`config.mk`:
```
export PLATFORM = sky130hd
export DESIGN_NAME = tdm_demux4
export DESIGN_NICKNAME = d
export VERILOG_FILES = /design/src/rtl/tdm_pkg.sv /design/src/rtl/tdm_lane_sreg.sv /design/src/rtl/tdm_demux4.sv
export SDC_FILE = /design/constraint.sdc
export NUM_CORES = 1
export LEC_CHECK = 0
export ABC_AREA = 1
export CORE_MARGIN = 2
export CORE_UTILIZATION = 48
export DETAILED_ROUTE_END_ITERATION = 16
export PLACE_DENSITY = 0.7
export SLEW_MARGIN = 5
export SYNTH_ARGS = -nofsm -noshare
export SYNTH_HDL_FRONTEND = slang
export SYNTH_SLANG_ARGS = --single-unit
export TNS_END_PERCENT = 50
```
`constraint.sdc`:
```
create_clock -name clk -period 2.1 [get_ports clk]
set_input_delay 0.63 -clock clk [delete_from_list [all_inputs] [get_ports clk]]
set_output_delay 0.63 -clock clk [all_outputs]
set_load 0.03 [all_outputs]
```
`src/rtl/tdm_pkg.sv`:
```
// tdm_pkg: shared definitions for the 4-lane TDM demultiplexer.
//   state_t    : alignment FSM states (HUNT, LOCK)
//   NLANES     : number of TDM lanes per frame
//   SLOTS_STD  : slots per frame without the parity slot
//   SLOTS_PAR  : slots per frame with the parity slot (TDM_PARITY_CHECK_EN)
//   next_sel() : lane index for the next qualified bit
package tdm_pkg;

  typedef enum logic {
    HUNT = 1'b0,
    LOCK = 1'b1
  } state_t;

  localparam int NLANES    = 4;
  localparam int SLOTS_STD = 4;
  localparam int SLOTS_PAR = 5;

  // With a parity slot, sel parks at 3 for one extra bit (the parity bit)
  // before wrapping back to lane 0.
  function automatic logic [1:0] next_sel(input logic [1:0] sel,
                                          input logic       par_slot,
                                          input logic       par_en);
    if (!par_en)       return sel + 2'd1;
    if (par_slot)      return 2'd0;
    if (sel == 2'd3)   return 2'd3;
    return sel + 2'd1;
  endfunction

endpackage

```
`src/rtl/tdm_lane_sreg.sv`:
```
// tdm_lane_sreg: one lane's WIDTH-bit MSB-first deserializing shift register.
// Ports:
//   clk       : clock
//   clr       : discard the partial word (combined with shift, the incoming
//               bit becomes the first bit of a fresh word)
//   shift     : shift bit_in into the LSB end
//   bit_in    : serial data bit
//   next_word : register contents after this cycle's clr/shift; the parent
//               captures the completed word from here so the final bit
//               lands in the output word with one cycle of latency.
// The shift register holds only data, so it carries no reset: every word is
// rebuilt by WIDTH shifts after a clear.
module tdm_lane_sreg #(
  parameter int WIDTH = 8
) (
  input  logic             clk,
  input  logic             clr,
  input  logic             shift,
  input  logic             bit_in,
  output logic [WIDTH-1:0] next_word
);

  logic [WIDTH-1:0] word;
  logic [WIDTH-1:0] base;

  always_comb begin
    base      = clr ? '0 : word;
    next_word = shift ? {base[WIDTH-2:0], bit_in} : base;
  end

  always_ff @(posedge clk) begin
    word <= next_word;
  end

endmodule

```
`src/rtl/tdm_demux4.sv`:
```
// tdm_demux4: serial TDM stream to four parallel lane words.
// A frame carries one bit per lane (slot k -> lane k), MSB first; WIDTH
// frames build one word per lane. An fsync with a qualified bit marks slot 0.
// Optional feature macro: TDM_PARITY_CHECK_EN adds a fifth (even parity)
// slot per frame and drives par_err on mismatch; otherwise par_err is 0.
// Ports:
//   clk, rst_n       : clock, asynchronous active-low reset
//   din, din_en      : serial data bit and its qualifier
//   fsync            : frame marker (only meaningful with din_en=1)
//   q0..q3           : deserialized lane words, held between valid pulses
//   sel              : lane expected for the next qualified bit
//   valid            : one-cycle pulse when q0..q3 are updated
//   locked           : high while frame alignment is held
//   sync_err         : one-cycle pulse on an fsync at the wrong slot
//   par_err          : one-cycle pulse on a parity mismatch
module tdm_demux4
  import tdm_pkg::*;
#(
  parameter int WIDTH = 8
) (
  input  logic             clk,
  input  logic             rst_n,
  input  logic             din,
  input  logic             din_en,
  input  logic             fsync,
  output logic [WIDTH-1:0] q0,
  output logic [WIDTH-1:0] q1,
  output logic [WIDTH-1:0] q2,
  output logic [WIDTH-1:0] q3,
  output logic [1:0]       sel,
  output logic             valid,
  output logic             locked,
  output logic             sync_err,
  output logic             par_err
);

`ifdef TDM_PARITY_CHECK_EN
  localparam int FRAME_SLOTS = SLOTS_PAR;
`else
  localparam int FRAME_SLOTS = SLOTS_STD;
`endif
  localparam logic PAR_EN = (FRAME_SLOTS == SLOTS_PAR);

  localparam int CW = $clog2(WIDTH);
  localparam logic [CW-1:0] FRAME_LAST = CW'(WIDTH - 1);

  state_t            state;
  logic [CW-1:0]     frame_cnt;
  logic              par_slot;
  logic              last_slot;
  logic              misplaced;
  logic              restart;
  logic              step;
  logic              done;
  logic [NLANES-1:0] lane_shift;
  logic [WIDTH-1:0]  lane_nxt [NLANES];

  // A restart (first fsync in HUNT, or a misplaced fsync in LOCK) makes the
  // current bit slot 0 of a brand-new word; otherwise a qualified bit in LOCK
  // is an ordinary step through the frame.
  always_comb begin
`ifdef TDM_PARITY_CHECK_EN
    last_slot = par_slot;
`else
    last_slot = (sel == 2'd3);
`endif
    misplaced = (sel != 2'd0) || par_slot;
    restart   = din_en && fsync && ((state == HUNT) || misplaced);
    step      = din_en && (state == LOCK) && !restart;
    done      = step && last_slot && (frame_cnt == FRAME_LAST);
    for (int k = 0; k < NLANES; k++) begin
      lane_shift[k] = restart ? (k == 0)
                              : (step && !par_slot && (sel == k[1:0]));
    end
  end

  for (genvar g = 0; g < NLANES; g++) begin : g_lane
    tdm_lane_sreg #(.WIDTH(WIDTH)) u_sreg (
      .clk       (clk),
      .clr       (restart),
      .shift     (lane_shift[g]),
      .bit_in    (din),
      .next_word (lane_nxt[g])
    );
  end

  always_ff @(posedge clk or negedge rst_n) begin
    if (!rst_n) begin
      state     <= HUNT;
      locked    <= 1'b0;
      sel       <= 2'd0;
      frame_cnt <= '0;
      valid     <= 1'b0;
      sync_err  <= 1'b0;
      q0        <= '0;
      q1        <= '0;
      q2        <= '0;
      q3        <= '0;
    end else begin
      valid    <= 1'b0;
      sync_err <= 1'b0;
      if (restart) begin
        // A restart from LOCK is by definition a misplaced fsync.
        sync_err  <= (state == LOCK);
        state     <= LOCK;
        locked    <= 1'b1;
        sel       <= 2'd1;
        frame_cnt <= '0;
      end else if (step) begin
        sel <= next_sel(sel, par_slot, PAR_EN);
        if (last_slot) begin
          frame_cnt <= done ? '0 : frame_cnt + CW'(1);
        end
        if (done) begin
          valid <= 1'b1;
          q0    <= lane_nxt[0];
          q1    <= lane_nxt[1];
          q2    <= lane_nxt[2];
          q3    <= lane_nxt[3];
        end
      end
    end
  end

`ifdef TDM_PARITY_CHECK_EN
  logic par_acc;

  // par_acc accumulates the XOR of slots 0..3; the slot-4 bit must equal it.
  always_ff @(posedge clk or negedge rst_n) begin
    if (!rst_n) begin
      par_slot <= 1'b0;
      par_acc  <= 1'b0;
      par_err  <= 1'b0;
    end else begin
      par_err <= 1'b0;
      if (restart) begin
        par_slot <= 1'b0;
        par_acc  <= din;
      end else if (step) begin
        if (par_slot) begin
          par_slot <= 1'b0;
          par_err  <= (din != par_acc);
        end else begin
          par_slot <= (sel == 2'd3);
          par_acc  <= (sel == 2'd0) ? din : (par_acc ^ din);
        end
      end
    end
  end
`else
  assign par_slot = 1'b0;
  assign par_err  = 1'b0;
`endif

endmodule

```
Word level (Yosys, flattened, before mapping). Cells that the tools add are included.

Flip-flop bits (word level): 72. Bits of input ports: 5. Output and inout port bits: 38.

Multiplexer cells: 36. Reductions and logical operators: 17. Eq/ne operators: 4. Bitwise operators: 2. Add/sub/neg operators: 2.

Operators by type and width (number): $mux W8 (8); $mux W1 (18); $mux W2 (6); $mux W3 (4); $logic_and A1 B1 Y1 (9); $reduce_bool A2 Y1 (3); $eq A2 B2 Y1 const B (2); $add A3 B1 Y3 const B (1); $eq A3 B3 Y1 const B (1); $reduce_and A3 Y1 (1); $add A2 B1 Y2 const B (1); $eq A2 B1 Y1 const B (1); $logic_not A2 Y1 (1); $not A1 Y1 (2); $reduce_and A2 Y1 (1); $logic_not A1 Y1 (1); $logic_or A1 B1 Y1 (1).

Depth between registers and ports, before layout. Gate-level depths: netlist (run 1).

Depth after elaboration: 19. Gate-level depth with buffers: 10. Depth with buffers taken out: 9.

Modules after synthesis. From an unflattened synthesis (run 1), not the netlist that was laid out.

Cells, all modules: 346. Area, all modules: 3100.5 sq um.

Modules (own cells, without submodules): tdm_demux4 (seq. area each 1001.0 sq um, instances 1, area an instance 1894.3 sq um, cells an instance 198); tdm_lane_sreg (seq. area each 160.2 sq um, instances 4, area an instance 301.5 sq um, cells an instance 37).

Worst setup path after synthesis (run 1). No wires, ideal clock.

Path type: register to register. Start: reg sel[0]. End: reg q1[0]. Clock period less this slack: 1743 ps. Arrival time: 1626 ps. Library setup time: 117 ps. Stages on the path, launching flop included: 11. Data required time: 1983 ps. Slack: 357 ps. Cells stage by stage: dfrtp_1 inv_1 ha_1 nand2_1 nand2_4 nand3_4 inv_4 nand2_4 buf_6 nand2_1 nand2_1.

Cells in the longest elaborated chain, start to end: 8. Elaborated cells on any way between the ends: 15. Those cells by class: eq/ne (2); mux (3); bitwise (1); reduce/logical (9).

Ends and longest elaborated chain: start, declared (RTL line tdm_demux4.sv:30) `output logic [1:0] sel,`; start signal, assigned (RTL line tdm_demux4.sv:110) `sel <= next_sel(sel, par_slot, PAR_EN);`; $reduce_bool A2 Y1 (RTL line tdm_demux4.sv:67) `misplaced = (sel != 2'd0) || par_slot;`; $logic_or A1 B1 Y1 (RTL line tdm_demux4.sv:68) `restart = din_en && fsync && ((state == HUNT) || misplaced);`; $logic_and A1 B1 Y1 (RTL line tdm_demux4.sv:68); $logic_not A1 Y1 (RTL line tdm_demux4.sv:69) `step = din_en && (state == LOCK) && !restart;`; $logic_and A1 B1 Y1 (RTL line tdm_demux4.sv:69); $logic_and A1 B1 Y1 (on tied branches) (RTL line tdm_demux4.sv:73, tdm_demux4.sv:70); $mux W1 / $logic_and A1 B1 Y1 (equally long branches) (RTL line tdm_demux4.sv:72, tdm_demux4.sv:70); $mux W8 / $reduce_and A3 Y1 (equally long branches); end signal, assigned (RTL line tdm_demux4.sv:117) `q1 <= lane_nxt[1];`; end, declared (RTL line tdm_demux4.sv:27) `output logic [WIDTH-1:0] q1,`.

Parallel ways exist; a longest one is shown, timed or not. A chain may end at the register's enable or synchronous reset.

Worst setup path in the final report (run 1).
Start: reg q1[1]. End: out q1[1].

No word-level cell between the ends.

==> results.md, run 1 <==
- The run finished with clean final reports.
- The maximum number of pins on one net before global-route repair is 35.
- Detailed placement finished with a half-perimeter wire length of 3900 um.
- The final layout contains routed wiring with a total length of 5870 um.
- In this design, the stage delay of the slowest critical-path cell is 0.68 ns.
- The global-route total usage across every layer is 0.207.
- The final count of hold timing violations is 0.
- In this run the remaining antenna-violating nets after routing total 0.
- The clock root buffer is sky130_fd_sc_hd__clkbuf_8.
- The number of rows in the core area is 27.
- A synthesized cell averages between 9 and 10 um2.
- After filler insertion, the fill cell instance count of the layout stands at 488.
- Of the available clock period, the critical path in the final layout requires 0.955.
- The worst-case IR drop observed on VDD is 0.000556 V.
- Buffers added to address setup during post-CTS repair amount to 0.
- The largest family of logic cells by synthesized area is simple AND/OR/NAND/NOR gates.
- The final setup slack of the worst path is between 0.09 and 0.1 ns.
- The core footprint is between 0.005 and 0.006 mm2.
- The time the final worst path needs with I/O delays and setup is approximately 2 ns.
- The final layout contains 371 nets.
- 0 antenna diodes ended up in the layout.
- At the worst endpoint, the arrival time is 1.38 ns.
- The placed instance count is about 420.
- The area of the die is 0.00654 mm2.
- The clock reaches the later pin of the worst-skew pair after 0.33 ns.
- When the netlist entered floorplanning its net count stood at 322.
- The maximum achievable frequency is between 0.4 and 0.5 GHz.
- The first global-routing pass estimated 10400 um of wire.
- Clock tree synthesis inserted a total of 9 buffers.
- The sequential cell area in the final layout is 0.00162 mm2.
- The standby leakage power is 0.00180 uW.
- The H-tree was split into 3 levels.
- The kind of capture point of the worst setup path is an output port.
- Of the synthesized area, sequential elements account for 0.572.
- The required time of the critical path is ~1.5 ns.
- TritonCTS built the clock tree.
- Setup repair after global routing left no endpoint under its margin.
- The initial antenna violation count is 0.
- In the final layout, the share of cells above drive strength 1 is 0.104.
- The congestion estimate from routability-driven global placement came to 0.749.
- The maximum count of clock buffers along a single path is 2.
- sky130_fd_sc_hd__dfrtp_1 takes more of the synthesized area than any other cell.
- Sorting the synthesized cells by area gives the leading types as sky130_fd_sc_hd__dfrtp_1 35%, sky130_fd_sc_hd__dfxtp_1 22%, sky130_fd_sc_hd__nand2_1 17%, sky130_fd_sc_hd__o211ai_1 4.2%, sky130_fd_sc_hd__nand4_1 3.8%.
- In the final routed layout, each cell accounts on average for 13.4 um.
- The adder and majority gate portion of the synthesized area is 0.0265.
- Setup violations remaining at the end of the flow were counted as 0.
- The cell area after technology mapping is 0.00283 mm2.
- The sort of element at the start of the critical path is a register.
- The final standard cell count with taps included and fillers excluded is 437.
- The proportion of synthesized area in mux cells is 0.
- After clock tree synthesis, the clock-pin slew on the worst setup and hold paths is 0.07 ns.
- Broken down by cell family, the worst path's largest delay share belongs to buffers and inverters.
- Of the total synthesized cell area, the portion taken by AND, OR, NAND and NOR gates is 0.256.
- The fraction of the mapped netlist area in compound gates is 0.0786.
- The I/O pin count is 43.
- The worst clock skew is 0.00533 ns.
- The setup path with the least slack is of type register to output port.
- The area taken by multi-input logic gates is 0.00103 mm2.
- Among all stages on the critical path, the largest delay is contributed by sky130_fd_sc_hd__clkdlybuf4s50_1.
- The first-pass iteration count of the detailed router is 4.
- The type of the most critical hold path is primary input to async pin.
- The initial cell density of the core is 0.505.
- Of the total synthesized cell area, the portion taken by XOR and XNOR cells is 0.
- The total power divided by cell area is 889 mW/mm2.
- The via count is 2226.
- The share of synthesized area in the top cell type comes to 0.353.
- The synthesized design contains 71 register bits.
- The total number of yosys warnings is 0.
- The cell count after synthesis is between 300 and 400.
- The die height is 80.8 um.
- The via count of the first global-routing pass is 2253.
- The post-detailed-route DRC marker count is 0.
- The post-synthesis to final-layout area growth is 25.4%.
- The final count of pins violating max slew is 0.
- The detailed router finished its first iteration with 162 violations.
- The final global-route overflow total is 0.
- Yosys mapped the design onto 25 distinct sky130hd cell types.
- Of all nets on the critical path, the largest fanout is 2.
- The x dimension of the die is 80.8 um.
- Prior to clock tree synthesis, the placed netlist has a worst setup slack of -0.0247 ns.
- The via-per-instance ratio is approximately 5.1.
- The number of max-cap violations is 0.
- The clock sink total is 71.
- Together, buffers and inverters on the worst path number 1.
- Walking the worst path, the cells encountered are clkdlybuf4s50_1.
- The count of port buffers added during placement is between 40 and 50.
- Hold repair after CTS inserted 0 buffers.
-- final cells by class --
cell class	count	share of cell area
sequential	71	0.456
multi-input combinational	205	0.289
timing repair buffer	55	0.155
clock buffer	14	0.0514
tap	72	0.0253
inverter	18	0.0197
clock inverter	2	0.00352
-- cells in the final DEF (no fill, tap or decap), types with 2 or more instances in the layout --
cell / n
sky130_fd_sc_hd__nand3_1: 13
sky130_fd_sc_hd__clkbuf_8: 13
sky130_fd_sc_hd__dfrtp_1: 40
sky130_fd_sc_hd__ha_1: 6
sky130_fd_sc_hd__a21oi_1: 2
sky130_fd_sc_hd__nand2_4: 2
sky130_fd_sc_hd__dlymetal6s2s_1: 2
sky130_fd_sc_hd__dfxtp_1: 31
sky130_fd_sc_hd__o211ai_1: 16
sky130_fd_sc_hd__inv_1: 16
sky130_fd_sc_hd__clkdlybuf4s50_1: 37
sky130_fd_sc_hd__nand4_1: 17
sky130_fd_sc_hd__o22ai_1: 6
sky130_fd_sc_hd__o21ai_0: 11
sky130_fd_sc_hd__buf_12: 3
sky130_fd_sc_hd__buf_4: 11
sky130_fd_sc_hd__nand2_1: 126
-- cell families (layout without fill, tap and decap cells) --
family          after synthesis  after routing
flops                        71             71
fa+ha+maj                     6              6
other cells                   1              1
buf+inv                      35             89
compound gates               35             35
simple gates                163            163
-- where the power goes --
part,internal [uW],leakage (uW),switching (uW)
logic,193,0.000900,375
clock network,557,0.0000987,475
registers,1480,0.000800,74.4
-- flip-flops by register name, indices dropped and copies added, names as in the netlist --
register and flops:
frame_cnt 3, g_lane.u_sreg.word 31, q0 8, q1 8
q2 8, q3 8, sel 2, state 1
sync_err 1, valid 1
-- per-layer routing --
layer,GRT usage,wire [um],vias up
li1,-,-,1117
met1,0.274,2850,1050
met2,0.326,2720,55
met3,0.0478,254,4
met4,0.0949,47,0
met5,0,0,-
-- stage by stage --
stage,TNS [ns],hold slack [ns],area [um2],utilization,power (uW)
2_1_floorplan,0,0.334,2830,-,1950
3_3_place_gp,0,0.443,3360,0.598,2130
3_5_place_dp,-0.0310,0.444,3360,0.598,2150
4_1_cts,0,0.255,3550,0.633,3180
5_1_grt,0,0.275,3550,0.634,3310
6_report,0,0.255,3550,0.634,3160
-- path summary, 6_finish.rpt --
kind	cells past startpoint	to	slack, ns	from
min in group clk	2	q3[6]$_DFFE_PN0P_	0.45	g_lane[3].u_sreg.word[5]$_DFF_P_
hold reg to reg	2	q3[6]$_DFFE_PN0P_	0.45	g_lane[3].u_sreg.word[5]$_DFF_P_
hold / removal	1	q3[1]$_DFFE_PN0P_	0.26	rst_n
max in group asynchronous	2	q2[3]$_DFFE_PN0P_	1.36	rst_n
setup / recovery	1	q1[1]	0.09	q1[1]$_DFFE_PN0P_
setup reg to reg	5	frame_cnt[0]$_DFFE_PN0P_	0.30	frame_cnt[0]$_DFFE_PN0P_
-- cell usage after synthesis (all sizes together) --
cell / n
a21oi: 2
buf: 14
clkbuf: 3
conb: 1
dfrtp: 40
dfxtp: 31
ha: 6
inv: 18
nand2: 129
nand3: 15
nand4: 17
nor2: 2
o211ai: 16
o21ai: 11
o22ai: 6
-- repair_timing --
action                                  in CTS  in global routing
resized for setup                            1                  2
pin swaps                                    0                  0
endpoints found under the setup margin       1                  2
Note: power is estimated with default switching activity, not from simulation.
==> run 2: changes to the inputs <==
HOLD_SLACK_MARGIN = 0.15   (was default)
==> results of run 2 <==
Final layout, timing and power as in run 1 (identical DEF).
